**src/rtl/pipe_ctrl.sv**
```systemverilog
// pipe_ctrl: five-stage pipeline stall/flush sequencer with multi-cycle EX countdown (optional perf counters under PIPE_CTRL_PERF_EN)
module pipe_ctrl #(
  parameter int STALL_W = 6,
  parameter int CNT_W   = 6,
  parameter int PERF_W  = 32
) (
  input  logic               clk,
  input  logic               rst,
  input  logic               stallreq_from_id,
  input  logic               stallreq_from_ex,
  input  logic               mc_start,
  input  logic [CNT_W-1:0]   mc_len,
  input  logic               flush_req,
  input  logic [31:0]        flush_pc,
  output logic [STALL_W-1:0] stall_o,
  output logic               flush_o,
  output logic [31:0]        new_pc_o,
  output logic               mc_busy_o,
  output logic               mc_done_o
`ifdef PIPE_CTRL_PERF_EN
  ,
  output logic [PERF_W-1:0]  stall_cycles_o,
  output logic [PERF_W-1:0]  flush_count_o
`endif
);
  typedef enum logic [1:0] {IDLE, BUSY, DONE} state_t;
  localparam logic [STALL_W-1:0] ID_STALL = STALL_W'(7);
  localparam logic [STALL_W-1:0] EX_STALL = STALL_W'(15);
  state_t state, state_n;
  logic [CNT_W-1:0] count, count_n;
  // state and countdown register; reset or flush abandons any op in flight
  always_ff @(posedge clk or negedge rst) begin
    if (!rst) begin
      state <= IDLE;
      count <= '0;
    end else begin
      state <= state_n;
      count <= count_n;
    end
  end
  // next state: a length of 0 or 1 goes straight to DONE, longer ops count down in BUSY
  always_comb begin
    state_n = state;
    count_n = count;
    if (flush_req) begin
      state_n = IDLE;
      count_n = '0;
    end else begin
      case (state)
        IDLE: if (mc_start) begin
          state_n = (mc_len > CNT_W'(1)) ? BUSY : DONE;
          count_n = (mc_len > CNT_W'(1)) ? mc_len - CNT_W'(1) : '0;
        end
        BUSY: begin
          state_n = (count == CNT_W'(1)) ? DONE : BUSY;
          count_n = count - CNT_W'(1);
        end
        default: state_n = IDLE;
      endcase
    end
  end
  // outputs: flush beats everything, BUSY forces EX stall, mc_start only counts in IDLE
  always_comb begin
    stall_o  = '0;
    flush_o  = 1'b0;
    new_pc_o = '0;
    if (rst) begin
      if (flush_req) begin
        flush_o  = 1'b1;
        new_pc_o = flush_pc;
      end else if (state == BUSY || stallreq_from_ex || (mc_start && state == IDLE)) begin
        stall_o = EX_STALL;
      end else if (stallreq_from_id) begin
        stall_o = ID_STALL;
      end
    end
  end
  assign mc_busy_o = (state == BUSY);
  assign mc_done_o = (state == DONE);
`ifdef PIPE_CTRL_PERF_EN
  // saturating counts of stalled cycles and flush cycles
  always_ff @(posedge clk or negedge rst) begin
    if (!rst) begin
      stall_cycles_o <= '0;
      flush_count_o  <= '0;
    end else begin
      if (stall_o != '0 && !(&stall_cycles_o)) stall_cycles_o <= stall_cycles_o + PERF_W'(1);
      if (flush_o && !(&flush_count_o)) flush_count_o <= flush_count_o + PERF_W'(1);
    end
  end
`endif
endmodule

```
**config.mk**
```make
export PLATFORM = sky130hd
export DESIGN_NAME = pipe_ctrl
export DESIGN_NICKNAME = d
export VERILOG_FILES = /design/src/rtl/pipe_ctrl.sv
export SDC_FILE = /design/constraint.sdc
export NUM_CORES = 1
export LEC_CHECK = 0
export BUFFER_PORTS_ARGS = -buffer_cell sky130_fd_sc_hd__buf_4
export CELL_PAD_IN_SITES_DETAIL_PLACEMENT = 1
export CELL_PAD_IN_SITES_GLOBAL_PLACEMENT = 1
export CORE_ASPECT_RATIO = 1.5
export CORE_MARGIN = 8
export CORE_UTILIZATION = 25
export DETAILED_ROUTE_END_ITERATION = 8
export PLACE_DENSITY_LB_ADDON = 0.1
export SLEW_MARGIN = 25
export SYNTH_ARGS = -nofsm -noshare
export SYNTH_HDL_FRONTEND = slang
export SYNTH_SLANG_ARGS = --single-unit
```
**constraint.sdc**
```tcl
create_clock -name clk -period 3.5 [get_ports clk]
set_input_delay 0.175 -clock clk [delete_from_list [all_inputs] [get_ports clk]]
set_output_delay 0.175 -clock clk [all_outputs]
set_load 0.01 [all_outputs]
```
# Yosys cells after proc, flatten, opt, wreduce, memory -nomap -nowiden
# Cells that the tools add are included.
[word_totals]
ff_bits = 8
input_bits = 44
output_inout_bits = 41
wordCells = 32
[classes]
add_sub_neg = 2
n_lt_le_gt_ge = 1
n_eq_ne = 4
mux = 17
reduce_logical = 6
[ops]
columns = ["operator", "n"]
rows = [
  ["$mux W32", 2],
  ["$mux W6", 4],
  ["$pmux W6 S2", 1],
  ["$sub A6 B1 Y6 const B", 2],
  ["$mux W2", 4],
  ["$mux W4", 2],
  ["$eq A6 B1 Y1 const B", 1],
  ["$gt A6 B1 Y1 const B", 1],
  ["$pmux W2 S2", 1],
  ["$mux W3", 1],
  ["$ne A3 B3 Y1 const B", 1],
  ["$reduce_bool A3 Y1", 1],
  ["$eq A2 B1 Y1 const B", 1],
  ["$eq A2 B2 Y1 const B", 1],
  ["$logic_not A2 Y1", 1],
  ["$logic_or A1 B1 Y1", 2],
  ["$mux W1", 2],
  ["$reduce_and A2 Y1", 1],
  ["$logic_and A1 B1 Y1", 1],
]

# Depth between registers and ports, before layout
[logic_depth]
word_depth = 6
mapped_depth = 6
mapped_depth_nobuf = 6

# Least setup slack after synthesis
# No wires, ideal clock.
[synth_timing]
path_kind = "reg-to-output"
startpoint = "register state[0]"
endpoint = "output stall_o[1]"
arrival_time_ps = 1313
t_required_ps = 3325
slack_ps = 2012
stages_incl_launch_ff = 5
n_path_buf = 1
path_cell_list = "dfrtp_1 o21ba_2 o211a_1 a31o_2 buf_4"
[synth_between]
elab_chain_len = 6
elab_cells_between_ends = 8
cone_classes = "1 x eq/ne; 3 x mux; 4 x reduce/logical"
[synth_lines]
columns = ["item", "line_no", "text"]
rows = [
  ["start, declared", "29", "state_t state, state_n;"],
  ["start signal, assigned", "37", "state <= state_n;"],
  ["$eq A2 B1 Y1 or $logic_not A2 Y1 (tied branches)", "71", "end else if (state == BUSY || stallreq_from_ex || (mc_start && state == IDLE)) begin"],
  ["$logic_or A1 B1 Y1 or $logic_and A1 B1 Y1 (tied branches)", "71", ""],
  ["$logic_or A1 B1 Y1 (*)", "71", ""],
  ["$mux W4 (*)", "71", ""],
  ["$mux W4 (*)", "68", "if (flush_req) begin"],
  ["$mux W6 (*)", "67", "if (rst) begin"],
  ["end, declared", "15", "output logic [STALL_W-1:0] stall_o,"],
]
# Mark *: on every way between the ends. The rest lies on a longest branch, timed or not.

# Worst setup path after layout
[layout_timing]
startpoint = "register state[0]"
endpoint = "output stall_o[2]"
# The elaborated chain is that of the path after synthesis.

==> metrics.csv <==
metric,value,unit
avgSynthCellArea,7.58,µm²
postRouteAntennaNets,0,
r2r_setup_slack,1.96,ns
worstHoldStart,mc_len[5],
dieArea,0.00594,mm²
synth_edf_count,0,
grtUsageTotal,0.141,
hold_buffers,1,
vias,1258,
drive_above_1_share,0.449,
max_freq,0.561,GHz
syn_area,925,µm²
min_delay_path_depth,3,
min_delay_worst_endpoint,count[5]$_DFFE_PN0P_,
avgViaCountPerCell,5.22,
async_flop_share,1.00,
fin_crit_sh,0.509,
drv_cap,0,
ys.flop_type,dfrtp_1,
p_per_area,264,mW/mm²
placed_area,0.00153,mm²
num_rows,27,
rsz0062_at_grt,no,
hold_violations,0,
path_class,flip-flop to primary output,
grt_antenna_before_repair,0,
status,finished clean,
drt_wl_total,4270,µm
cp_slowest_cell,dfrtp_1,
place.port_buffers,82,
gr-total-overflow,0,
min_period,1.78,ns
power,0.418,mW
postCtsSetupRepairBufs,0,
detail_route.first_pass.iterations,4,
grt_pass1_vias,1295,
clock-sinks,8,
max-vdd-ir-drop,0.187,mV
tritoncts,yes,
synth_cell_types,37,
die_w,65.7,µm
clk_latency,0.23,ns
crit_chain,o21ba_2 > o211a_1 > a31o_2 > buf_4,
hpwl,3620,µm
n_fill_cell,474,
cp-end-kind,primary output,
yosysSeqAreaShare,0.217,
io_pins,85,
cts-root-buf,clkbuf_8,
slowest_delay,0.45,ns
rr_endpoint,count[5]$_DFFE_PN0P_,
syn_inst,122,
wl_per_cell,17.7,µm
finalSetupTns,0,ns
start_kind,flip-flop,
cp_data_arrival_time,1.61,ns
crit_fanout,8,
fin_skew,0.00100,ns
grt_pass1_wl,6620,µm
hp-class,input port to flip-flop,
pre_cts_ws,1.90,ns
clk_pin_slew,0.04,ns
drt-initial-drc-count,50,
cts_buffer_depth,2,
start_util,0.256,
required,3.32,ns
insertedDiodeCount,0,
setup_viol,0,
grt_max_degree,44,
final.setup.worst_slack,1.72,ns
synth_seq_cells,8,
numCtsBuffers,3,
gp_congestion,0.799,
final_area,0.00158,mm²
core,0.00361,mm²
cts_resized,0,
yosys_warnings,0,
die_h,90.5,µm
r2r_start,count[2]$_DFFE_PN0P_,
syn_to_final_growth,71.2,%
htree_levels,1,
drc_errors,0,
fin_nets,248,
p_leak,0.902,nW
drv_slew,0,
reg2reg_depth,4,
-- metal layers --
| layer | up-vias | share of wire | routed length [µm] | global-route usage |
|---|---|---|---|---|
| met4 | 0 | 0.036 | 153 | 0.0859 |
| met5 | - | 0 | 0 | 0 |
| met3 | 11 | 0.085 | 363 | 0.0373 |
| met2 | 67 | 0.50 | 2140 | 0.248 |
| li1 | 596 | - | - | - |
| met1 | 584 | 0.38 | 1610 | 0.138 |
-- power by group --
group | internal [mW] | leakage (nW) | switching (mW) | total, mW
logic | 0.0954 | 0.775 | 0.0933 | 0.189
registers | 0.104 | 0.106 | 0.0137 | 0.117
clock network | 0.0746 | 0.0216 | 0.0377 | 0.112
-- critical path: cells and delay by family (launching register included) --
| family | cells | cell delay (ns) |
|---|---|---|
| buf+inv | 1 | 0.15 |
| flops | 1 | 0.45 |
| compound gates | 3 | 0.77 |
-- through the flow --
| stage | cells | utilization | hold WS [ns] |
|---|---|---|---|
| CTS | 241 | 0.438 | 0.296 |
| detailed placement | 237 | 0.424 | 0.104 |
| finish | 241 | 0.438 | 0.297 |
| floorplan | 123 | - | -0.121 |
| global route | 241 | 0.438 | 0.325 |
| global placement | 237 | 0.424 | 0.0928 |
-- synth_stat cells, types with 2 or more instances --
cell / n / area share
a21oi_1: 3 / 0.016
a22oi_1: 2 / 0.016
a311oi_1: 2 / 0.019
a31oi_1: 3 / 0.020
and3_1: 32 / 0.22
buf_4: 4 / 0.032
clkbuf_1: 6 / 0.024
dfrtp_1: 8 / 0.22
ha_1: 4 / 0.054
inv_1: 8 / 0.032
nand2_1: 3 / 0.012
nand3_1: 2 / 0.011
nor2_1: 7 / 0.028
nor2b_1: 2 / 0.014
nor3_1: 9 / 0.049
o21ai_0: 4 / 0.022
o32ai_1: 2 / 0.019
or3_4: 2 / 0.024
-- cell usage in the layout (no fill, tap or decap), types with 2 or more instances in the layout --
| master | Yosys | final |
|---|---|---|
| clkbuf_8 | 1 | 3 |
| nor2_1 | 7 | 7 |
| a22oi_1 | 2 | 2 |
| nor3_1 | 9 | 9 |
| o32ai_1 | 2 | 2 |
| and3_1 | 32 | 32 |
| inv_1 | 8 | 8 |
| ha_1 | 4 | 4 |
| o21ai_0 | 4 | 4 |
| nand3_1 | 2 | 2 |
| a31oi_1 | 3 | 3 |
| dfrtp_1 | 8 | 8 |
| a21oi_1 | 3 | 3 |
| nor2b_1 | 2 | 2 |
| a311oi_1 | 2 | 2 |
| or3_4 | 2 | 2 |
| buf_4 | 4 | 82 |
| conb_1 | 1 | 2 |
| nand2_1 | 3 | 3 |
-- kinds of logic (layout without fill, tap and decap cells) --
kind of cell,count (synthesis),count (layout),share of synthesized area
AOI/OAI and AO/OA,25,25,0.198
muxes,1,1,0.0108
adders and majority gates,4,4,0.0541
DFF,8,8,0.217
and+or+nand+nor,62,62,0.394
other,1,2,0.00406
xor gates and xnor gates,2,2,0.0189
buffers and inverters,19,94,0.104
-- registers in the layout (all words and copies together), names as in the netlist --
| signal | flops |
|---|---|
| count | 6 |
| state | 2 |
-- cell type report --
class	instances	area, µm²	area share
Clock buffer	3	41.3	0.0261
Tap cell	43	53.8	0.0340
Sequential cell	8	200	0.126
Inverter	8	30.0	0.0190
Multi-Input combinational cell	96	632	0.399
Timing Repair Buffer	83	626	0.395
-- worst max path at each step --
stage	from	endpoint	slack, ns
global placement	mc_len[4]	count[0]$_DFFE_PN0P_	1.94
detailed placement	mc_len[0]	count[0]$_DFFE_PN0P_	1.90
finish	state[0]$_DFFE_PN0P_	stall_o[2]	1.72
floorplan	state[0]$_DFFE_PN0P_	stall_o[1]	2.01
global route	rst	stall_o[2]	1.67
CTS	state[0]$_DFFE_PN0P_	stall_o[2]	1.71
(Power assumes the default switching activity.)
